$ cat config.mk
export PLATFORM = sky130hd
export DESIGN_NAME = audio_frame_fifo
export DESIGN_NICKNAME = d
export VERILOG_FILES = /design/src/rtl/audio_frame_fifo.sv
export SDC_FILE = /design/constraint.sdc
export NUM_CORES = 1
export LEC_CHECK = 0
export CAP_MARGIN = 30
export CORE_ASPECT_RATIO = 1.4
export CORE_MARGIN = 2
export CORE_UTILIZATION = 55
export DETAILED_ROUTE_END_ITERATION = 10
export GPL_TIMING_DRIVEN = 0
export PLACE_DENSITY = 0.71
export SLEW_MARGIN = 10
export SYNTH_ARGS = -nofsm -noshare
export SYNTH_HDL_FRONTEND = slang
export SYNTH_SLANG_ARGS = --single-unit
$ cat constraint.sdc
create_clock -name clk -period 4.9 [get_ports clk]
set_clock_uncertainty 0.05 [all_clocks]
set_input_delay 0.49 -clock clk [delete_from_list [all_inputs] [get_ports clk]]
set_output_delay 0.49 -clock clk [all_outputs]
set_load 0.01 [all_outputs]
$ cat src/rtl/audio_frame_fifo.sv
// Stereo frame FIFO behind the I2S receiver: captures {left,right} on the
// dataready strobe and presents frames through a registered FWFT valid/ready port.
module audio_frame_fifo #(
  parameter int SAMPLE_WIDTH   = 16,
  parameter int DEPTH_LOG2     = 4,
  parameter int DROP_CNT_WIDTH = 8
) (
  input  logic                      clk,
  input  logic                      reset,
  input  logic [SAMPLE_WIDTH-1:0]   wr_left,
  input  logic [SAMPLE_WIDTH-1:0]   wr_right,
  input  logic                      wr_strobe,
  output logic [SAMPLE_WIDTH-1:0]   rd_left,
  output logic [SAMPLE_WIDTH-1:0]   rd_right,
  output logic                      rd_valid,
  input  logic                      rd_ready,
  output logic [DEPTH_LOG2:0]       level,
  output logic                      full,
  output logic                      overflow,
  output logic [DROP_CNT_WIDTH-1:0] drop_count,
  input  logic                      clr_status
);

  localparam int DEPTH = 1 << DEPTH_LOG2;
  localparam int FRAME_WIDTH = 2 * SAMPLE_WIDTH;
  localparam logic [DEPTH_LOG2:0] LEVEL_MAX = (DEPTH_LOG2+1)'(DEPTH);
  localparam logic [DROP_CNT_WIDTH-1:0] CNT_MAX = '1;

  logic [FRAME_WIDTH-1:0] mem [DEPTH];
  logic [DEPTH_LOG2-1:0]  wr_ptr;
  logic [DEPTH_LOG2-1:0]  rd_ptr;
  logic [DEPTH_LOG2-1:0]  rd_ptr_next;
  logic [DEPTH_LOG2:0]    level_after_pop;
  logic [DEPTH_LOG2:0]    level_next;
  logic [FRAME_WIDTH-1:0] head_next;
  logic                   pop;
  logic                   push;
  logic                   drop;

  // The next head comes straight from the write port when nothing else is left.
  always_comb begin
    pop             = rd_valid && rd_ready;
    push            = wr_strobe && (!full || pop);
    drop            = wr_strobe && full && !pop;
    rd_ptr_next     = rd_ptr + DEPTH_LOG2'(pop);
    level_after_pop = level - (DEPTH_LOG2+1)'(pop);
    level_next      = level_after_pop + (DEPTH_LOG2+1)'(push);
    head_next       = (level_after_pop == '0) ? {wr_left, wr_right} : mem[rd_ptr_next];
  end

  always_ff @(posedge clk) begin
    if (push) mem[wr_ptr] <= {wr_left, wr_right};
  end

  always_ff @(posedge clk or negedge reset) begin
    if (!reset) begin
      wr_ptr     <= '0;
      rd_ptr     <= '0;
      level      <= '0;
      full       <= 1'b0;
      rd_valid   <= 1'b0;
      rd_left    <= '0;
      rd_right   <= '0;
      overflow   <= 1'b0;
      drop_count <= '0;
    end else begin
      if (push) wr_ptr <= wr_ptr + DEPTH_LOG2'(1);
      rd_ptr   <= rd_ptr_next;
      level    <= level_next;
      full     <= (level_next == LEVEL_MAX);
      rd_valid <= (level_next != '0);
      // Head registers only move when a frame will be shown, so they hold while stalled.
      if (level_next != '0) {rd_left, rd_right} <= head_next;
      if (drop) begin
        overflow   <= 1'b1;
        drop_count <= clr_status ? DROP_CNT_WIDTH'(1)
                    : (drop_count == CNT_MAX) ? CNT_MAX
                    : drop_count + DROP_CNT_WIDTH'(1);
      end else if (clr_status) begin
        overflow   <= 1'b0;
        drop_count <= '0;
      end
    end
  end

endmodule

==> results.py <==
metrics = {
    "timing": {
        "final-max-slew-violation-count": 0,
        "rsz0062_at_grt": "no",
        "hold_viol": 0,
        "post-route-min-period_ns": 3.49,
        "setup_viol": 0,
        "worst_slew_pin_slew_ns": 1.01,
        "clock.fmax_mhz": 287,
        "worst_slew_margin_rel_pct": 32.5,
        "period_share_pct": 71.1,
    },
    "synth": {
        "synth_cells": 1607,
        "synthArstFlopShare_pct": 9.86,
        "synth_area_per_cell_um2": 13.9,
        "synth_top_area_share_pct": 68.8,
        "yosysTopAreaCell": "edfxtp_1",
        "syn_area_mm2": 0.0223,
        "synth_nets": 1653,
        "yosys_warnings": 0,
        "synth_area_leaders": "edfxtp_1, dfrtp_1, nand2_1, a31oi_1, a211oi_1",
        "ys_ff_latch": 568,
        "synth.yosys.seq_area_share_pct": 75.1,
        "synth_ff_type": "edfxtp_1",
        "synth_cell_type_count": 48,
        "synth-edff-count": 512,
    },
    "global_routing": {
        "grt_usage_pct": 28.5,
        "grt_pass1_wl_um": 89500,
        "grt-ovfl-total": 0,
        "antenna_found_initial": 1,
        "grt_max_degree": 41,
        "grt_pass1_vias": 14700,
    },
    "placed_design": {
        "post_dp_cell_area_mm2": 0.0244,
        "gp_congestion": 0.839,
        "dp_hpwl_um": 39900,
        "place_inst": 2249,
        "io_buffers": 83,
    },
    "cts": {
        "tritoncts": "built",
        "path_clk_slew_ns": 0.06,
        "cts_buffer_depth": 3,
        "htreeDepth": 2,
        "cts_made_buffers": 51,
        "hold_buffers": 1,
        "root_buffer": "clkbuf_16",
        "numClockSinks": 568,
        "postCtsSetupRepairBufs": 0,
        "cts_resized": 0,
        "worstSkewPairLatency_ns": 0.58,
    },
    "floorplanning": {
        "num_rows": 87,
        "dieArea_mm2": 0.0423,
        "initial_utilization_pct": 55.6,
        "fp.dieW_um": 174,
        "pin_count": 85,
        "die_h_um": 242,
        "core_area_mm2": 0.0402,
    },
    "layout": {
        "final_cell_mix": "edfxtp_1, nand2_1, a31oi_1, and3_1, a211oi_1",
        "antenna_cells": 0,
        "area_delta_synth_final_pct": 16.7,
        "fin_nets": 1815,
        "postLayoutCellArea_mm2": 0.0261,
        "drive_gt1_share_pct": 9.50,
        "stdcell_count": 2344,
        "final_common_cell": "edfxtp_1",
    },
    "min_path": {
        "whs_path_depth": 2,
        "hp-class": "input pin to register",
    },
    "critical_path": {
        "worstPathRequired_ns": 5.29,
        "worstPathArrival_ns": 3.88,
        "r2r_cells": 9,
        "path_class": "register to register",
        "startpoint_type": "register",
        "endpoint_kind": "register",
        "critPathMaxFanout": 10,
    },
    "run": {
        "drv_cap": 0,
    },
    "routing": {
        "drtIter0Drc": 1792,
        "routed_wl_um": 60600,
        "avgViaCountPerCell": 6.33,
        "dr.pass1.iters": 5,
        "vias": 14800,
        "remaining_drc_errors": 0,
        "drt-wirelength-per-cell_um": 25.8,
        "antenna_left": 0,
    },
    "power_and_ir_drop": {
        "ir_drop_v": 0.000352,
        "leakage_nw": 8.84,
        "power.density_mw_per_mm2": 654,
    },
    "run_status": {
        "status": "finished, final reports clean",
    },
}
-- worst max-delay path, cell delays in order, from the launching register on --
cell      delay [ns]
dfrtp_1         0.44
and3_1          0.22
ha_1            0.19
xnor2_1         0.35
inv_1           0.19
nor2_1          0.60
clkbuf_1        0.76
a31oi_1         0.27
nand4_1         0.18
a31oi_1         0.10
-- registers in the layout, summed over array words and instances (netlist names) --
| name | cells |
|---|---|
| full | 1 |
| rd_ptr | 4 |
| mem | 512 |
| level | 5 |
| wr_ptr | 4 |
| rd_right | 16 |
| overflow | 1 |
| drop_count | 8 |
| rd_valid | 1 |
| rd_left | 16 |
-- routing by layer --
| layer | share of wire (%) | GRT usage (%) |
|---|---|---|
| met5 | 0.020 | 0 |
| met4 | 4.2 | 12.5 |
| met3 | 8.0 | 4.16 |
| met2 | 51 | 49.1 |
| met1 | 37 | 36.1 |
-- metrics by stage --
stage	util [%]	total power [W]	hold slack, ns	setup slack [ns]	TNS, ns
detailed placement	60.6	0.0130	0.362	0.893	0
global route	64.9	0.0178	0.308	1.27	0
CTS	64.9	0.0170	0.280	1.47	0
global placement	59.3	0.0126	0.448	-1.91	-393.78
finish	64.9	0.0171	0.275	1.41	0
floorplan	-	0.0101	0.144	0.908	0
-- worst paths after layout --
| kind | startpoint | end | slack (ns) |
|---|---|---|---|
| worst max register to register | rd_valid$_DFF_PN0_ | rd_left[7]$_DFFE_PN0P_ | 1.41 |
| max in group asynchronous | reset | rd_ptr[0]$_DFF_PN0_ | 3.92 |
| worst min register to register | rd_ptr[1]$_DFF_PN0_ | rd_ptr[1]$_DFF_PN0_ | 0.48 |
| worst max-delay path | rd_valid$_DFF_PN0_ | rd_left[7]$_DFFE_PN0P_ | 1.41 |
| min in group asynchronous | reset | rd_right[14]$_DFFE_PN0P_ | 0.32 |
| worst min-delay path | clr_status | drop_count[4]$_DFFE_PN0P_ | 0.27 |
-- cells in the mapped netlist, types with 8 or more instances --
master / number
edfxtp_1: 512
nand2_1: 333
a31oi_1: 129
and3_1: 102
a211oi_1: 98
clkbuf_1: 69
nand3_1: 67
dfrtp_1: 56
nor2_1: 47
buf_2: 34
nand4_1: 34
a32oi_1: 32
nor3_1: 11
inv_1: 10
nor2_2: 10
ha_1: 9
xnor2_1: 8
-- logic make-up after synthesis --
logic type / Yosys count / share of synthesized area (%)
xor gates and xnor gates: 11 / 0.465
adders and majority gates: 9 / 0.504
DFF: 568 / 75.1
buffers and inverters: 123 / 2.36
and+or+nand+nor: 621 / 12.9
AOI/OAI and AO/OA: 275 / 8.68
-- power by group --
| group | total (W) | leakage, nW | internal [W] | switching (W) |
|---|---|---|---|---|
| Combinational | 0.00677 | 2.70 | 0.00213 | 0.00465 |
| Sequential | 0.00622 | 5.30 | 0.00597 | 0.000245 |
| Clock | 0.00407 | 0.835 | 0.00236 | 0.00171 |
| Total | 0.0171 | 8.84 | 0.0105 | 0.00660 |
-- area by class of cell --
type	count	area (um^2)
buffer	112	485
clock buffer	75	1490
clock inverter	19	219
fill	2783	14100
inverter	11	41.3
multi-input combinational	916	5140
sequential	568	16800
tap	534	668
timing repair buffer	109	1250
Note: power is estimated with default switching activity, not from simulation.
==> patch: new RTL, same settings <==
Put one more register stage on the output `drop_count`, without a reset. The value now appears one clock later. The other outputs are not delayed to match.
--- a/src/rtl/audio_frame_fifo.sv
+++ b/src/rtl/audio_frame_fifo.sv
@@ -27,2 +27,4 @@
   localparam logic [DROP_CNT_WIDTH-1:0] CNT_MAX = '1;
+
+  logic [DROP_CNT_WIDTH-1:0] drop_count_s0;
 
@@ -64,3 +66,3 @@
       overflow   <= 1'b0;
-      drop_count <= '0;
+      drop_count_s0 <= '0;
     end else begin
@@ -75,8 +77,8 @@
         overflow   <= 1'b1;
-        drop_count <= clr_status ? DROP_CNT_WIDTH'(1)
-                    : (drop_count == CNT_MAX) ? CNT_MAX
-                    : drop_count + DROP_CNT_WIDTH'(1);
+        drop_count_s0 <= clr_status ? DROP_CNT_WIDTH'(1)
+                    : (drop_count_s0 == CNT_MAX) ? CNT_MAX
+                    : drop_count_s0 + DROP_CNT_WIDTH'(1);
       end else if (clr_status) begin
         overflow   <= 1'b0;
-        drop_count <= '0;
+        drop_count_s0 <= '0;
       end
@@ -85,2 +87,6 @@
 
+  always_ff @(posedge clk) begin
+    drop_count <= drop_count_s0;
+  end
+
 endmodule
Formal check against the unedited RTL: same outputs for any inputs over 4 cycles, from zero or initial values and one cycle with reset low; that may be too few to reach the edited logic, so the function may still have changed.
==> patch against the unedited design <==
Non-clock buffer count up 2; final area up 0.81%; maximum frequency up 1.0%; global-route usage down 0.11 points; total power up 0.34%; wire length about the same; area after synthesis up 0.72%; sequential cell count up 8; setup slack better by 0.035 ns; sequential power up 1%; critical path type unchanged; critical endpoint is now rd_right[8]; largest cell class unchanged; largest power group unchanged.
==> patch: results (changes against the unedited design) <==
[timing]
fin_setup_tns_ns=0  ; unchanged
max_slew_margin_pct=40.2  ; +7.8 points

[synthesis]
async_flop_share_pct=9.72  ; -0.14 points
syn_avg_cell_area_um2=13.9  ; +0.22%
synth.area.top_cells=edfxtp_1, dfrtp_1, nand2_1
seq_area_frac_synth_pct=75.3  ; +0.18 points
synth_edf_count=512  ; unchanged
synth_nets=1661  ; +0.48%
synthDistinctLibCells=49  ; +2.1%

[critical_path]
path_delay_family=simple AND/OR/NAND/NOR gates
crit_slowest_cell=clkbuf_1
arrival_ns=3.84  ; -0.04 ns
cpPeakStageDelay_ns=0.59  ; -0.17 ns

[place]
hpwl_mm=40.2  ; +0.80%
gp_congestion=0.844  ; +0.63%
dp_slack_ns=0.919  ; +0.0260 ns

[global_routing]
grt_pass1_wl_mm=89.8  ; +0.38%
grt_usage_pct=28.4  ; -0.11 points

[cells_and_area]
drive_gt1_share_pct=9.79  ; +0.28 points
largest_reg_flops=512  ; unchanged
layout.nets=1824  ; +0.50%
layout_commonest_cell=edfxtp_1

[route]
drt_iter0_markers=1838  ; +2.6%
wl_mm=60.5  ; about the same
num_vias=15000  ; +0.94%
drtAntennaViolNets=0  ; unchanged

[power]
ir_worst_vdd_mv=0.409  ; +16%
swShare_pct=38.6  ; -0.10 points
p_leak_nw=8.93  ; +1.1%

[clock_tree]
clk_transition_reported_paths_ns=0.07
clockRootBuffer=clkbuf_16
clk_path_buf_depth=3  ; unchanged
cts_setup_buffers=0  ; unchanged
cts_buffers=50  ; -2.0%

[outcome]
outcome=complete, no violations

[worst_hold_path]
hold_path_class=input pin to async pin

-- patch: layout make-up --
cell class | count | area (µm²)
clock buffer | 70 | 1420
sequential | 576 | 16900
tap | 534 | 668
fill | 2885 | 14000
inverter | 11 | 41.3
buffer | 112 | 485
multi-input combinational | 916 | 5140
timing repair buffer | 111 | 1320
clock inverter | 23 | 272
-- patch: power by group through the flow --
stage / Clock (W) / Combinational, W / Sequential, W
2_1_floorplan: 0 / 0.00378 / 0.00642
3_3_place_gp: 0 / 0.00629 / 0.00640
3_5_place_dp: 0 / 0.00666 / 0.00638
4_1_cts: 0.00410 / 0.00669 / 0.00628
5_1_grt: 0.00428 / 0.00721 / 0.00633
6_report: 0.00407 / 0.00677 / 0.00628
-- patch: metrics by stage --
stage,util (%),cells,cell area [µm²]
3_5_place_dp,61.1,2259,24600
2_1_floorplan,-,1615,22500
4_1_cts,65.3,2353,26300
5_1_grt,65.3,2353,26300
3_3_place_gp,59.6,2232,24000
6_report,65.3,2353,26300
-- patch: worst paths after layout --
kind | from | to | slack [ns] | depth (start not counted)
max | rd_valid | rd_right[8] | 1.45 | 9
min | reset | rd_left[6] | 0.31 | 2
max reg2reg | rd_valid | rd_right[8] | 1.45 | 9
min reg2reg | drop_count_s0[6] | drop_count[6] | 0.36 | 0
max in group asynchronous | reset | drop_count_s0[5] | 3.93 | 3
min in group clk | clr_status | drop_count_s0[0] | 0.31 | 3
-- patch: cells by family after synthesis --
group / count (synthesis) / synth area share [%]
adder cells (fa/ha/maj): 9 / 0.501
XOR/XNOR: 11 / 0.462
flip-flops: 576 / 75.3
buffers and inverters: 123 / 2.34
AND/OR/NAND/NOR: 621 / 12.8
AO/OA/AOI/OAI: 275 / 8.62
-- patch: timing repair --
| action | 4_1_cts | 5_1_grt |
|---|---|---|
| hold buffers | 1 | 0 |
| resized for setup | 0 | 0 |
| hold endpoints to repair | 16 | 0 |
-- patch: per-layer routing --
metal	track usage, %	wire, µm	part of all wire, %	up-vias
met4	12.0	2530	4.2	2
met2	48.9	30800	51	809
met3	5.46	5400	8.9	184
met1	35.3	21800	36	7481
met5	0	12	0.020	-
li1	-	-	-	6495
